[src/rtl/multicycle_controller.sv]
// Control unit for the multicycle RV32I-subset datapath.
// A Moore main FSM sequences each instruction and drives the datapath enables
// and mux selects. The ALU function code, the immediate select and the branch
// PC enable are combinational. The unit also keeps a retired-instruction
// counter and a sticky illegal-opcode flag.
module multicycle_controller #(
  parameter int unsigned CNT_W = 32
) (
  input  logic             clk,
  input  logic             reset,
  input  logic [6:0]       op,
  input  logic [2:0]       funct3,
  input  logic             funct7b5,
  input  logic             zero,
  output logic             pc_write,
  output logic             adr_src,
  output logic             mem_write,
  output logic             ir_write,
  output logic [1:0]       result_src,
  output logic [1:0]       alu_src_a,
  output logic [1:0]       alu_src_b,
  output logic [1:0]       imm_src,
  output logic             reg_write,
  output logic [2:0]       alu_control,
  output logic [CNT_W-1:0] instret,
  output logic             illegal
);

  localparam logic [6:0] OpLw   = 7'b0000011;
  localparam logic [6:0] OpSw   = 7'b0100011;
  localparam logic [6:0] OpR    = 7'b0110011;
  localparam logic [6:0] OpI    = 7'b0010011;
  localparam logic [6:0] OpBeq  = 7'b1100011;
  localparam logic [6:0] OpJal  = 7'b1101111;

  typedef enum logic [3:0] {
    StFetch,
    StDecode,
    StMemAdr,
    StMemRead,
    StMemWb,
    StMemWrite,
    StExecuteR,
    StExecuteI,
    StAluWb,
    StBeq,
    StJal
  } state_e;

  state_e state_q, state_d;

  logic [CNT_W-1:0] instret_q, instret_d;
  logic             illegal_q, illegal_d;

  // Moore outputs before reset gating
  logic       pcupdate;
  logic       branch;
  logic [1:0] aluop;
  logic       ir_write_raw;
  logic       mem_write_raw;
  logic       reg_write_raw;

  logic       op_legal;
  logic       retire;
  logic       take_illegal;

  // Opcode legality check
  always_comb begin
    unique case (op)
      OpLw, OpSw, OpR, OpI, OpBeq, OpJal: op_legal = 1'b1;
      default:                            op_legal = 1'b0;
    endcase
  end

  // State register
  always_ff @(posedge clk) begin
    if (reset) begin
      state_q <= StFetch;
    end else begin
      state_q <= state_d;
    end
  end

  // Next-state logic
  always_comb begin
    state_d = state_q;
    unique case (state_q)
      StFetch:  state_d = StDecode;
      StDecode: begin
        unique case (op)
          OpLw, OpSw: state_d = StMemAdr;
          OpR:        state_d = StExecuteR;
          OpI:        state_d = StExecuteI;
          OpBeq:      state_d = StBeq;
          OpJal:      state_d = StJal;
          default:    state_d = StFetch;
        endcase
      end
      // Only lw and sw reach MemAdr; anything that is not lw is treated as sw.
      StMemAdr:   state_d = (op == OpLw) ? StMemRead : StMemWrite;
      StMemRead:  state_d = StMemWb;
      StExecuteR: state_d = StAluWb;
      StExecuteI: state_d = StAluWb;
      StJal:      state_d = StAluWb;
      StMemWb:    state_d = StFetch;
      StMemWrite: state_d = StFetch;
      StAluWb:    state_d = StFetch;
      StBeq:      state_d = StFetch;
      default:    state_d = StFetch;
    endcase
  end

  // Per-state Moore outputs
  always_comb begin
    pcupdate      = 1'b0;
    branch        = 1'b0;
    aluop         = 2'b00;
    ir_write_raw  = 1'b0;
    mem_write_raw = 1'b0;
    reg_write_raw = 1'b0;
    adr_src       = 1'b0;
    result_src    = 2'b00;
    alu_src_a     = 2'b00;
    alu_src_b     = 2'b00;
    unique case (state_q)
      StFetch: begin
        ir_write_raw = 1'b1;
        alu_src_b    = 2'b10;
        result_src   = 2'b10;
        pcupdate     = 1'b1;
      end
      StDecode: begin
        alu_src_a = 2'b01;
        alu_src_b = 2'b01;
      end
      StMemAdr: begin
        alu_src_a = 2'b10;
        alu_src_b = 2'b01;
      end
      StMemRead: begin
        adr_src = 1'b1;
      end
      StMemWb: begin
        result_src    = 2'b01;
        reg_write_raw = 1'b1;
      end
      StMemWrite: begin
        adr_src       = 1'b1;
        mem_write_raw = 1'b1;
      end
      StExecuteR: begin
        alu_src_a = 2'b10;
        alu_src_b = 2'b00;
        aluop     = 2'b10;
      end
      StExecuteI: begin
        alu_src_a = 2'b10;
        alu_src_b = 2'b01;
        aluop     = 2'b10;
      end
      StAluWb: begin
        reg_write_raw = 1'b1;
      end
      StBeq: begin
        alu_src_a = 2'b10;
        aluop     = 2'b01;
        branch    = 1'b1;
      end
      StJal: begin
        alu_src_a = 2'b01;
        alu_src_b = 2'b10;
        pcupdate  = 1'b1;
      end
      default: begin
      end
    endcase
  end

  // Write enables are suppressed while reset is held, even mid-instruction
  always_comb begin
    pc_write  = ~reset & (pcupdate | (branch & zero));
    ir_write  = ~reset & ir_write_raw;
    mem_write = ~reset & mem_write_raw;
    reg_write = ~reset & reg_write_raw;
  end

  // ALU function decode; sub only for R-type (op[5]) with funct7b5 set
  always_comb begin
    alu_control = 3'b000;
    unique case (aluop)
      2'b00: alu_control = 3'b000;
      2'b01: alu_control = 3'b001;
      2'b10: begin
        unique case (funct3)
          3'b000:  alu_control = (op[5] & funct7b5) ? 3'b001 : 3'b000;
          3'b010:  alu_control = 3'b101;
          3'b110:  alu_control = 3'b011;
          3'b111:  alu_control = 3'b010;
          default: alu_control = 3'b000;
        endcase
      end
      default: alu_control = 3'b000;
    endcase
  end

  // Immediate format select follows the opcode in every state
  always_comb begin
    imm_src = 2'b00;
    unique case (op)
      OpSw:    imm_src = 2'b01;
      OpBeq:   imm_src = 2'b10;
      OpJal:   imm_src = 2'b11;
      default: imm_src = 2'b00;
    endcase
  end

  // Retirement and illegal-opcode detection plus their next-state values
  always_comb begin
    retire       = (state_q == StMemWb) || (state_q == StMemWrite) ||
                   (state_q == StAluWb) || (state_q == StBeq);
    take_illegal = (state_q == StDecode) && !op_legal;
    instret_d    = retire ? instret_q + CNT_W'(1) : instret_q;
    illegal_d    = illegal_q | take_illegal;
  end

  // Counter and sticky flag registers
  always_ff @(posedge clk) begin
    if (reset) begin
      instret_q <= '0;
      illegal_q <= 1'b0;
    end else begin
      instret_q <= instret_d;
      illegal_q <= illegal_d;
    end
  end

  assign instret = instret_q;
  assign illegal = illegal_q;

endmodule

[config.mk]
export PLATFORM = sky130hd
export DESIGN_NAME = multicycle_controller
export DESIGN_NICKNAME = d
export VERILOG_FILES = /design/src/rtl/multicycle_controller.sv
export SDC_FILE = /design/constraint.sdc
export NUM_CORES = 1
export LEC_CHECK = 0
export CORE_UTILIZATION = 50
export CTS_CLUSTER_SIZE = 24
export DETAILED_ROUTE_END_ITERATION = 8
export PLACE_DENSITY_LB_ADDON = 0.15
export SLEW_MARGIN = 40
export SYNTH_ARGS = -nofsm -noshare
export SYNTH_HDL_FRONTEND = slang
export SYNTH_SLANG_ARGS = --single-unit
[constraint.sdc]
create_clock -name clk -period 4.6 [get_ports clk]
set_input_delay 0.69 -clock clk [delete_from_list [all_inputs] [get_ports clk]]
set_output_delay 0.69 -clock clk [all_outputs]
set_load 0.005 [all_outputs]
==> flow_summary.yaml, run 1 <==
timing:
  fin_crit_ns: 3.372
  finalSetupViolCount: 0
  slew_headroom_pct: 52.13
  tightest_slew_ns: 0.7159
  max_freq_ghz: 0.2965
  setup_tns_ns: 0
  hold_slack_ns: 0.4785
  period_share_pct: 73.32
  fin_worst_skew_ns: 0.006313
  finalHoldViolCount: 0
  rsz0062_at_grt: "no"
  drv_slew: 0
clock_network:
  h-tree-depth: 2
  cts_tree: "done"
  clkTransAtPathRegs_ns: 0.07
  cts_max_path_buffers: 2
  ctsHoldBuffers: 0
  post_cts_resized: 0
  cts_made_buffers: 5
  clock_latency_ns: 0.29
  cts_sinks: 37
  cts-root-buf: "clkbuf_8"
  cts_setup_buffers: 0
global_routing:
  gr-total-overflow: 0
  grt_pass1_vias: 1936
  grt_use_total_pct: 24.32
  antenna_found_initial: 0
  grt_pass1_wl_mm: 8.521
  grt_max_degree: 36
power:
  leakage_nw: 0.9323
  max-vdd-ir-drop_mv: 0.1400
  p_per_area_mw_per_mm2: 228.9
setup_path:
  worstPathCellList: "nor2b_1 > nand3_1 > ha_1 > nor3b_1 > and3_1 > clkdlybuf4s50_1"
  critPathLaunchType: "register"
  worst_ep_required_time_ns: 3.91
  critPathCaptureType: "primary output"
  cp_data_arrival_time_ns: 2.68
  slowest_delay_ns: 0.61
  cp_max_fo: 16
  critPathKind: "reg2out"
  cpMaxStageDelayCell: "dfxtp_1"
yosys:
  synth_fp_nets: 287
  async_reset_ff_share_pct: 0
  synth_cells: 270
  yosysSeqAreaShare_pct: 34.42
  synth.cell_area_mm2: 0.002152
  yosysTopAreaCell: "dfxtp_1"
  ys_types: 45
  ys_ff_latch: 37
  ys_warn_count: 0
  synth-main-ff-cell: "dfxtp_1"
  synth-edff-count: 0
  synth_top_area_share_pct: 34.42
  synth.avg_cell_area_um2: 7.971
  synth.top_cells.by_area: "dfxtp_1, a21oi_1, xnor2_1"
floorplanning:
  initial_core_util_pct: 53.04
  die-area_mm2: 0.004570
  die_w_um: 67.61
  num_io_pins: 63
  die_h_um: 67.61
  core_mm2: 0.004058
  fp-row-count: 23
routing:
  drt-pass1-iter-count: 4
  first_iter_violations: 138
  vias_per_cell: 5.853
  wl_per_cell_um: 14.06
  vias: 2195
  antenna_left: 0
  wirelength_mm: 5.272
  drcViolationCount: 0
placed_design:
  numPortBuffers: 62
  hpwlAfterDp_mm: 3.745
  numPlacedInstances: 367
  globalplace.congestion: 0.8071
worst_hold_path:
  hold_class: "reg2reg"
finish:
  final_nets: 341
  antenna_cells: 0
  layout_commonest_cell: "clkdlybuf4s50_1"
  stdcell_count: 375
  final_cell_mix: "clkdlybuf4s50_1, dfxtp_1, a21oi_1, nor2_1, nand2_1"
  drive_above_1_share_pct: 5.846
  area_delta_synth_final_pct: 35.00
flow_run:
  cap_violations: 0
status:
  status: "completed"
## logic make-up after synthesis
family,Yosys count,synth area share [%]
xor gates and xnor gates,16,6.511
and+or+nand+nor,130,36.16
DFF,37,34.42
AOI/OAI and AO/OA,57,15.70
buffers and inverters,25,4.419
muxes,2,1.046
adders and majority gates,3,1.744
## sequential cells by signal (all words and copies together), names as in the netlist
name,count
instret,32
state_q,4
illegal,1
## final cells by class
class | count | area (µm²)
clock buffer | 7 | 86.33
clock inverter | 1 | 30.03
fill | 337 | 1152
inverter | 9 | 33.78
multi-input combinational | 208 | 1324
sequential | 37 | 740.7
tap | 50 | 62.56
timing repair buffer | 63 | 628.1
## report_power, final
| group | leakage [nW] | switching [mW] | internal [mW] | total, mW |
|---|---|---|---|---|
| sequential | 0.298 | 0.00360 | 0.322 | 0.325 |
| combinational | 0.575 | 0.0210 | 0.0278 | 0.0488 |
| clock | 0.0585 | 0.114 | 0.177 | 0.291 |
| total | 0.932 | 0.138 | 0.526 | 0.665 |
## final timing paths
path | start | endpoint | slack, ns | depth (start not counted)
worst max-delay path | state_q[0] | alu_control[2] | 1.23 | 6
worst min-delay path | illegal | illegal | 0.48 | 1
worst max register to register | instret[7] | instret[30] | 2.21 | 4
worst min register to register | illegal | illegal | 0.48 | 1
## layer usage
| metal | vias to the layer above | wire length, µm | GRT usage [%] | part of all wire [%] |
|---|---|---|---|---|
| met1 | 997 | 2398 | 29.44 | 45 |
| met3 | 7 | 315 | 7.095 | 6.0 |
| met5 | - | 0 | 0 | 0 |
| li1 | 1119 | - | - | - |
| met2 | 72 | 2477 | 40.59 | 47 |
| met4 | 0 | 80 | 8.245 | 1.5 |
## synth_stat cells (2+ instances only)
cell type,n
nand3_1,10
a21oi_1,29
xnor2_1,11
nand4_1,12
mux2_2,2
nor2_1,21
nand3b_1,4
and4_1,5
and3_1,2
nand2_1,15
nor4b_1,2
buf_1,2
or3b_2,3
or3_1,8
clkbuf_1,13
or4_1,10
o21bai_1,2
o41ai_1,2
and2_1,2
o21ai_0,10
dfxtp_1,37
nor4_1,9
xor2_1,5
nor3_1,10
nor2b_1,3
inv_1,9
ha_1,3
nor3b_1,5
o31ai_1,8
## worst max-delay path, delay by kind of cell, from the launching register on
kind / cells / cell delay [ns]
and+or+nand+nor: 4 / 0.91
DFF: 1 / 0.61
buffers and inverters: 1 / 0.49
adders and majority gates: 1 / 0.37
## stage by stage
step | setup WS (ns) | utilization [%] | total power, mW | area [µm²]
2_1_floorplan | 2.271 | - | 0.3530 | 2152
3_3_place_gp | 1.624 | 68.55 | 0.3810 | 2781
3_5_place_dp | 1.575 | 68.73 | 0.3813 | 2789
4_1_cts | 1.240 | 71.60 | 0.6702 | 2905
5_1_grt | 1.095 | 71.60 | 0.6864 | 2905
6_report | 1.228 | 71.60 | 0.6649 | 2905
No activity file was read; power rests on OpenSTA's default activity.
==> run 2: changes to the inputs <==
- CORE_UTILIZATION: 50 -> 43
- clock period: 4.6 -> 3 ns (I/O delays scaled with it)
==> run 2 against run 1 <==
Compared with the run above:
- sequential share of layout area shrank 0.53 points
- clock skew grew 0.0015 ns
- sequential power grew 52%
- critical path depth is the same
- largest cell class unchanged
==> flow_summary.yaml, run 2 (synthesis gave the netlist of run 1 again) <==
setup_path:
  slowest_delay_ns: 0.49
  worst_ep_required_time_ns: 2.55
  worstPathCellList: "nor2b_1 > nand3_1 > ha_1 > nor3b_1 > and3_1 > clkdlybuf4s50_1"
  cp_max_fo: 5
  rr_startpoint: "state_q[3]"
  worst-r2r-setup-slack_ns: 0.76
  critPathKind: "reg2out"
  cp_data_arrival_time_ns: 2.30
  r2r_end: "instret[30]"
  worstRegToRegCells: 5
  cpMaxStageDelayCell: "clkdlybuf4s50_1"
  critPathLaunchType: "register"
  critPathCaptureType: "primary output"
timing:
  max_freq_ghz: 0.3636
  finalHoldViolCount: 0
  hold_slack_ns: 0.4815
  finalSetupViolCount: 0
  setup_slack_ns: 0.2495
  rsz0062_at_grt: "no"
  period_share_pct: 91.68
  setup_tns_ns: 0
  tightest_slew_ns: 0.5159
  slew_headroom_pct: 65.29
  fin_worst_skew_ns: 0.007828
  fin_crit_ns: 2.750
  drv_slew: 0
worst_hold_path:
  min_to: "illegal"
  hold_class: "reg2reg"
  whs_path_depth: 1
  hp-start: "illegal"
placed_design:
  postPlaceCellArea_mm2: 0.002848
  globalplace.congestion: 0.8294
  hpwlAfterDp_mm: 3.987
  numPlacedInstances: 390
  dp_slack_ns: 0.4143
  numPortBuffers: 62
finish:
  final_nets: 347
  largest_reg_flops: 32
  layout_commonest_cell: "clkdlybuf4s50_1"
  final_util_pct: 62.39
  area_delta_synth_final_pct: 37.85
  antenna_cells: 0
  finish.instance_area_mm2: 0.002967
  drive_above_1_share_pct: 7.553
  stdcell_count: 398
  final_cell_mix: "clkdlybuf4s50_1, dfxtp_1, a21oi_1, nor2_1, nand2_1"
floorplanning:
  core_mm2: 0.004755
  initial_core_util_pct: 45.26
  num_io_pins: 63
  fp-row-count: 25
  die-area_mm2: 0.005292
  die_w_um: 72.75
  die_h_um: 72.75
power:
  leakage_nw: 0.9589
  pwr-share-comb_pct: 8.1
  p_sw_mw: 0.2217
  sequentialPowerShare_pct: 49.1
  clkPwrFrac_pct: 42.9
  total_power_mw: 1.009
  max-vdd-ir-drop_mv: 0.1756
  p_sw_share_pct: 21.98
  p_per_area_mw_per_mm2: 340.1
  intPower_mw: 0.7873
clock_network:
  clock_latency_ns: 0.29
  post_cts_resized: 0
  cts_setup_buffers: 0
  cts-root-buf: "clkbuf_8"
  cts_tree: "done"
  cts_max_path_buffers: 2
  cts_sinks: 37
  cts_made_buffers: 5
  clkTransAtPathRegs_ns: 0.07
  ctsHoldBuffers: 0
  h-tree-depth: 2
global_routing:
  grt-busiest-layer: "met2"
  gr-total-overflow: 0
  grt_pass1_wl_mm: 9.011
  grt_max_degree: 34
  antenna_found_initial: 0
  met2_usage_pct: 36.24
  grt_use_total_pct: 21.51
  grt_use_met3_pct: 4.144
  grt_pass1_vias: 1992
  met1_usage_pct: 27.47
routing:
  drt-pass1-iter-count: 4
  first_iter_violations: 130
  vias_per_cell: 5.636
  antenna_left: 0
  wirelength_mm: 5.454
  drcViolationCount: 0
  vias: 2243
  wl_per_cell_um: 13.70
status:
  status: "completed"
flow_run:
  cap_violations: 0
==> run 2: cell type report <==
cell class / instances / area (µm²)
multi-input cells: 208 / 1324
well taps: 67 / 83.83
fillers: 458 / 1788
clock inverters: 2 / 38.79
inverters: 9 / 33.78
flip-flops and latches: 37 / 740.7
clock buffers: 6 / 72.57
repair buffers: 69 / 673.1
==> run 2: power by group through the flow <==
stage          Sequential [mW]  Combinational, mW  Clock, mW
2_1_floorplan            0.506             0.0350          0
3_3_place_gp             0.506             0.0804          0
3_5_place_dp             0.506             0.0804          0
4_1_cts                  0.495             0.0812      0.439
5_1_grt                  0.495             0.0887      0.460
6_report                 0.495             0.0814      0.433
==> run 2: per-layer routing <==
metal	share of wire, %	routed length (µm)
met4	1.3	71
met3	3.7	201
met2	47	2588
met5	0	0
met1	48	2593
==> run 2: how the worst max path moves through the flow <==
stage	from	to	slack, ns	cells past startpoint
6_report	state_q[0]	alu_control[2]	0.25	6
3_3_place_gp	op[6]	imm_src[0]	0.48	6
3_5_place_dp	op[6]	imm_src[0]	0.41	6
2_1_floorplan	state_q[2]	alu_control[2]	0.91	7
4_1_cts	state_q[0]	alu_control[2]	0.26	6
5_1_grt	state_q[0]	alu_control[2]	0.13	6
==> run 2: critical path: cells and delay by family (launching register included) <==
family / cells / cell delay, ns
AND/OR/NAND/NOR: 4 / 0.82
adder cells (fa/ha/maj): 1 / 0.35
buffers and inverters: 1 / 0.49
flip-flops: 1 / 0.34
==> variant 1, RTL diff (config.mk and constraints of run 1) <==
Change the parameter `CNT_W` from 32 to 36.
--- a/src/rtl/multicycle_controller.sv
+++ b/src/rtl/multicycle_controller.sv
@@ -4,7 +4,7 @@
 // PC enable are combinational. The unit also keeps a retired-instruction
 // counter and a sticky illegal-opcode flag.
 module multicycle_controller #(
-  parameter int unsigned CNT_W = 32
+  parameter int unsigned CNT_W = 36
 ) (
   input  logic             clk,
   input  logic             reset,
Ports: changed (resized instret); port bits go from 63 to 67. The function was not compared with the original's and may differ.
==> variant 1 against run 1 <==
Clock power fell by 24%. First-iteration DRC count increased by 12%. Count of clock-buffer cells in the layout fell by 2. Sequential share of layout area is 1.4 points higher. Sequential cell count rose by 4. Worst hold slack got worse by 22 ps. Wire length is 4.0% higher. Design area increased by 5.1%. Worst setup slack gained 90 ps. Die area rose by 7.6%. Area after synthesis grew 7.8%. Power fell by 5.6%. Highest routed layer unchanged.
==> variant 1: results (changes against run 1) <==
| Metric | Value |
|---|---|
| Share of layout cells above drive strength 1 | 6.05% (was 5.85%) |
| Post-DR wirelength/cell | 13.7 um (was 14.1 um) |
| Final #Nets | 365 (was 341) |
| Largest net degree at the start of global routing | 47 (was 36) |
| Initial drt markers | 155 (was 138) |
| Drt first pass iters | 4 (unchanged) |
| P_leak | 0.952 nW (was 0.932 nW) |
| Clk sinks | 41 (was 37) |
| Placed wire-length estimate | 3750 um (about the same) |
| Library cells used by synthesis | 36 (was 45) |
| Clk Latency, worst-skew pair | 300 ps |
| WP data arrival | 2590 ps (was 2680 ps) |
| Post-synth top cells | 41 x dfxtp_1, 31 x a21oi_1, 25 x nand2_1, 20 x nor2_1, 18 x or4_1 (was 37 x dfxtp_1, 29 x a21oi_1, 21 x nor2_1, 15 x nand2_1, 13 x clkbuf_1) |
| #MultiIn Comb | 221 (was 208) |
| Total Routing Usage GR | 22.2% (was 24.3%) |
| Vias in the first global route | 2066 (was 1936) |
| Worst slack, placed | 1320 ps (was 1570 ps) |
| Non-Clock Buffer Count | 68 (was 63) |
| Slew headroom | 47.8% (was 52.1%) |
| Clk buf depth | 2 (unchanged) |
| Non-clk invs | 11 (was 9) |
| Skew final | 11.0 ps (was 6.31 ps) |
| Crit path max fanout | 5 (was 16) |
| Gpl congestion | 0.781 (was 0.807) |
| Crit-path leading delay family | buffers and inverters (was simple AND/OR/NAND/NOR gates) |
| # fillers | 399 (was 337) |
| Min-delay worst type | reg -> reg (unchanged) |
| Final cell count without fillers | 399 (was 375) |
| Outcome | finished, final reports clean (unchanged) |
| Clock buf count | 5 (was 7) |
| # diodes | 0 (unchanged) |
| ClkCell Share | 2.42% (was 4.01%) |
| Cells after Synth | 293 (was 270) |
| VDD IR max | 0.101 mV (was 0.140 mV) |
| CP max stage cell | clkdlybuf4s50_1 (was dfxtp_1) |
| Largest register FFs | 36 (was 32) |
| Placed cells | 392 (was 367) |
| Flip-flop and latch area | 821 um^2 (was 741 um^2) |
| IO buf count | 66 (was 62) |
| Critical Path Max Stage Delay | 530 ps (was 610 ps) |
| Yosys warns | 0 (unchanged) |
| Post-CTS resize count | 0 (unchanged) |
| NonClk Buf Share | 22.1% (was 21.6%) |
| First-pass GRT wire length | 9010 um (was 8520 um) |
| Sequential area share after synthesis | 35.4% (was 34.4%) |
| Dominant cells by area after synthesis | dfxtp_1 35%, a21oi_1 6.7%, or4_1 5.8% (was dfxtp_1 34%, a21oi_1 6.7%, xnor2_1 4.5%) |
| Via density | 5.90 (was 5.85) |
| Multi-input logic area | 1380 um^2 (was 1320 um^2) |
| Mapped Nets | 310 (was 287) |
## variant 1: worst paths after layout
path	from	end	slack [ps]	cells past startpoint
max reg2reg	state_q[3]	instret[35]	2100	4
max	op[2]	imm_src[0]	1320	6
min reg2reg	illegal	illegal	460	2
min	illegal	illegal	460	2
## variant 1: cell families after synthesis
kind of cell | synth area share [%]
AOI/OAI and AO/OA | 15.3
xor gates and xnor gates | 4.85
DFF | 35.4
adders and majority gates | 1.62
buffers and inverters | 5.29
and+or+nand+nor | 35.1
muxes | 2.43
## variant 1: layer usage
metal / part of all wire, % / track usage, %
met1: 46 / 26.5
met2: 47 / 38.7
met3: 5.0 / 5.05
met4: 1.7 / 7.78
met5: 0 / 0
## variant 1: power breakdown
| group | total (mW) | switching, mW | internal, mW |
|---|---|---|---|
| Combinational | 0.0482 | 0.0207 | 0.0275 |
| Sequential | 0.360 | 0.00348 | 0.356 |
| Clock | 0.220 | 0.120 | 0.0999 |
| Total | 0.628 | 0.144 | 0.484 |
## variant 1: through the flow
step / hold slack [ps] / area [um^2] / util, % / power [mW]
final: 456 / 3050 / 69.2 / 0.628
after global routing: 494 / 3050 / 69.2 / 0.647
after CTS: 461 / 3050 / 69.0 / 0.633
after detailed placement: 451 / 2970 / 67.3 / 0.416
after global placement: 440 / 2970 / 67.3 / 0.416
after floorplan: 442 / 2320 / - / 0.389
## variant 1: worst register-to-register path, delay by kind of cell (launching register included)
| family | cells | cell delay (ps) |
|---|---|---|
| and+or+nand+nor | 2 | 1080 |
| DFF | 1 | 620 |
| muxes | 1 | 390 |
| xor gates and xnor gates | 1 | 310 |
==> variant 2, RTL diff (settings of run 1) <==
Without the edit above. Reset style: asynchronous (`reset`), changed in 2 clocked blocks.
--- a/src/rtl/multicycle_controller.sv
+++ b/src/rtl/multicycle_controller.sv
@@ -73,7 +73,7 @@
   end
 
   // State register
-  always_ff @(posedge clk) begin
+  always_ff @(posedge clk or posedge reset) begin
     if (reset) begin
       state_q <= StFetch;
     end else begin
@@ -224,7 +224,7 @@
   end
 
   // Counter and sticky flag registers
-  always_ff @(posedge clk) begin
+  always_ff @(posedge clk or posedge reset) begin
     if (reset) begin
       instret_q <= '0;
       illegal_q <= 1'b0;
Function: differs if reset is asserted again (counterexample within 4 cycles, from zero or initial values and one cycle with reset high); with reset held inactive, the same outputs for 10 cycles.
==> variant 2 against run 1 <==
Wire length is 18% lower. Cell count is 15% lower. Synthesized cell count is 23% lower. First-iteration DRC count is 38% lower. Area after synthesis is 5.6% lower. Design area is 4.3% lower. Worst setup slack better by 100 ps. Sequential cell count stayed put. Largest cell class unchanged.
Power is not compared: it rests on default switching activity, and its combinational part moved more than twofold at a synthesized area within 25%.
==> variant 2: results (changes against run 1) <==
| Metric | Value |
|---|---|
| Outcome | finished, final reports clean (unchanged) |
| Sw Share | 26.7% |
| Root buf cell | clkbuf_8 (unchanged) |
| Share of layout cells above drive strength 1 | 6.99% (was 5.85%) |
| First-pass GRT wire length | 7400 um (was 8520 um) |
| Total Routing Usage GR | 22.3% (was 24.3%) |
| Initial Util | 53.9% (was 53.0%) |
| Via density | 5.34 (was 5.85) |
| Vias in the first global route | 1649 (was 1936) |
| Htree depth | 2 (unchanged) |
| Largest net degree at the start of global routing | 25 (was 36) |
| Skew final | 9.88 ps (was 6.31 ps) |
| Total CTS buffers | 5 (unchanged) |
| Min-delay worst type | reg -> reg (unchanged) |
| Reg clk slew, reported paths | 70 ps (about the same) |
| Placed wire-length estimate | 3310 um (was 3750 um) |
| # fillers | 306 (was 337) |
| Final hold vios | 0 (unchanged) |
| Yosys warns | 0 (unchanged) |
| Post-synth top cells | 37 x dfrtp_1, 22 x xnor2_1, 20 x nand2_1, 20 x nor2_1 (was 37 x dfxtp_1, 29 x a21oi_1, 21 x nor2_1, 15 x nand2_1, 13 x clkbuf_1) |
| Number of synthesized flops with an enable pin | 0 (unchanged) |
| # diodes | 0 (unchanged) |
| Largest register FFs | 32 (unchanged) |
| Clk buf depth | 2 (unchanged) |
| Mapped Nets | 225 (was 287) |
| Drt first pass iters | 4 (unchanged) |
| Initial antenna violation count | 0 (unchanged) |
| WP data arrival | 2580 ps (was 2680 ps) |
| Final #Nets | 289 (was 341) |
| Initial drt markers | 86 (was 138) |
| Clk Latency, worst-skew pair | 280 ps |
| Gpl congestion | 0.769 (was 0.807) |
| P_leak | roughly 1.2 nW |
| Share of flip-flops with an asynchronous set or reset | 100% (was 0%) |
| Library cells used by synthesis | 41 (was 45) |
| Post-CTS resize count | 0 (unchanged) |
| Crit path max fanout | 16 (unchanged) |
| Dominant cells by area after synthesis | dfrtp_1 46%, xnor2_1 9.5%, xor2_1 4.7% (was dfxtp_1 34%, a21oi_1 6.7%, xnor2_1 4.5%) |
| Sequential area share after synthesis | 45.6% (was 34.4%) |
| VDD IR max | about 0.14 mV |
| Postcts setup bufs | 0 (unchanged) |
| Post-DR wirelength/cell | 13.6 um (was 14.1 um) |
| IO buf count | 62 (unchanged) |
| Actual slew at the worst max-slew pin | 515 ps (was 716 ps) |
variant 2: cell types whose count changed after synthesis, moves of 6 or more:
cell,change
a21oi_1,-23
clkbuf_1,-8
dfrtp_1,+37
dfxtp_1,-37
o21ai_0,-7
o31ai_1,-7
or3_1,-7
or4_1,-10
xnor2_1,+11
xor2_1,+6
variant 2: logic make-up (layout without fill, tap and decap cells):
group	after synthesis	in the layout	synth area share, %
and+or+nand+nor	103	103	29.1
DFF	37	37	45.6
xor gates and xnor gates	34	34	15.0
AOI/OAI and AO/OA	16	16	4.99
buffers and inverters	14	78	2.96
adders and majority gates	3	3	1.85
muxes	1	1	0.554
variant 2: final timing paths:
path                                  start        endpoint  slack (ps)  cells after the start
worst max-delay path             state_q[1]  alu_control[2]        1330                      6
worst min-delay path            instret[31]     instret[31]         470                      1
worst max register to register   state_q[1]     instret[27]        2670                      5
worst min register to register  instret[31]     instret[31]         470                      1
max in group asynchronous             reset      state_q[3]        3060                      3
min in group asynchronous             reset      instret[3]         860                      2
variant 2: stage by stage:
| step | instance area (um^2) | hold WS, ps | setup slack [ps] | std cells | power (mW) |
|---|---|---|---|---|---|
| 2_1_floorplan | 2030 | 468 | 2400 | 208 | 0.451 |
| 3_3_place_gp | 2690 | 463 | 1520 | 313 | 0.550 |
| 3_5_place_dp | 2690 | 466 | 1460 | 313 | 0.551 |
| 4_1_cts | 2780 | 480 | 1320 | 320 | 0.774 |
| 5_1_grt | 2780 | 499 | 1100 | 320 | 0.809 |
| 6_report | 2780 | 475 | 1330 | 320 | 0.767 |
variant 2: critical path, cell delays in order (launching register included):
cell and delay (ps):
dfrtp_1 670, inv_1 170, nor2_1 200, nand2_1 110, ha_1 320, nor4_1 280, clkdlybuf4s50_1 540
variant 2: per-layer routing:
layer  global-route usage, %  vias up  part of all wire [%]
met5                       0        -                     0
met4                    6.79        0                  0.97
met3                    4.17        4                   3.4
met2                    38.5       44                    52
met1                    28.0      817                    44
li1                        -      844                     -
variant 2: cell type report:
class / instances / share of cell area (%)
tap: 48 / 2.16
clock inverter: 1 / 0.270
multi-input combinational: 157 / 37.6
sequential: 37 / 33.3
clock buffer: 6 / 2.97
inverter: 8 / 1.08
timing repair buffer: 63 / 22.6
variant 2: power groups by stage:
| stage | clock network [mW] | logic, mW | registers, mW |
|---|---|---|---|
| 2_1_floorplan | 0 | 0.0908 | 0.360 |
| 3_3_place_gp | 0 | 0.175 | 0.374 |
| 3_5_place_dp | 0 | 0.176 | 0.375 |
| 4_1_cts | 0.228 | 0.177 | 0.369 |
| 5_1_grt | 0.243 | 0.194 | 0.372 |
| 6_report | 0.223 | 0.175 | 0.369 |
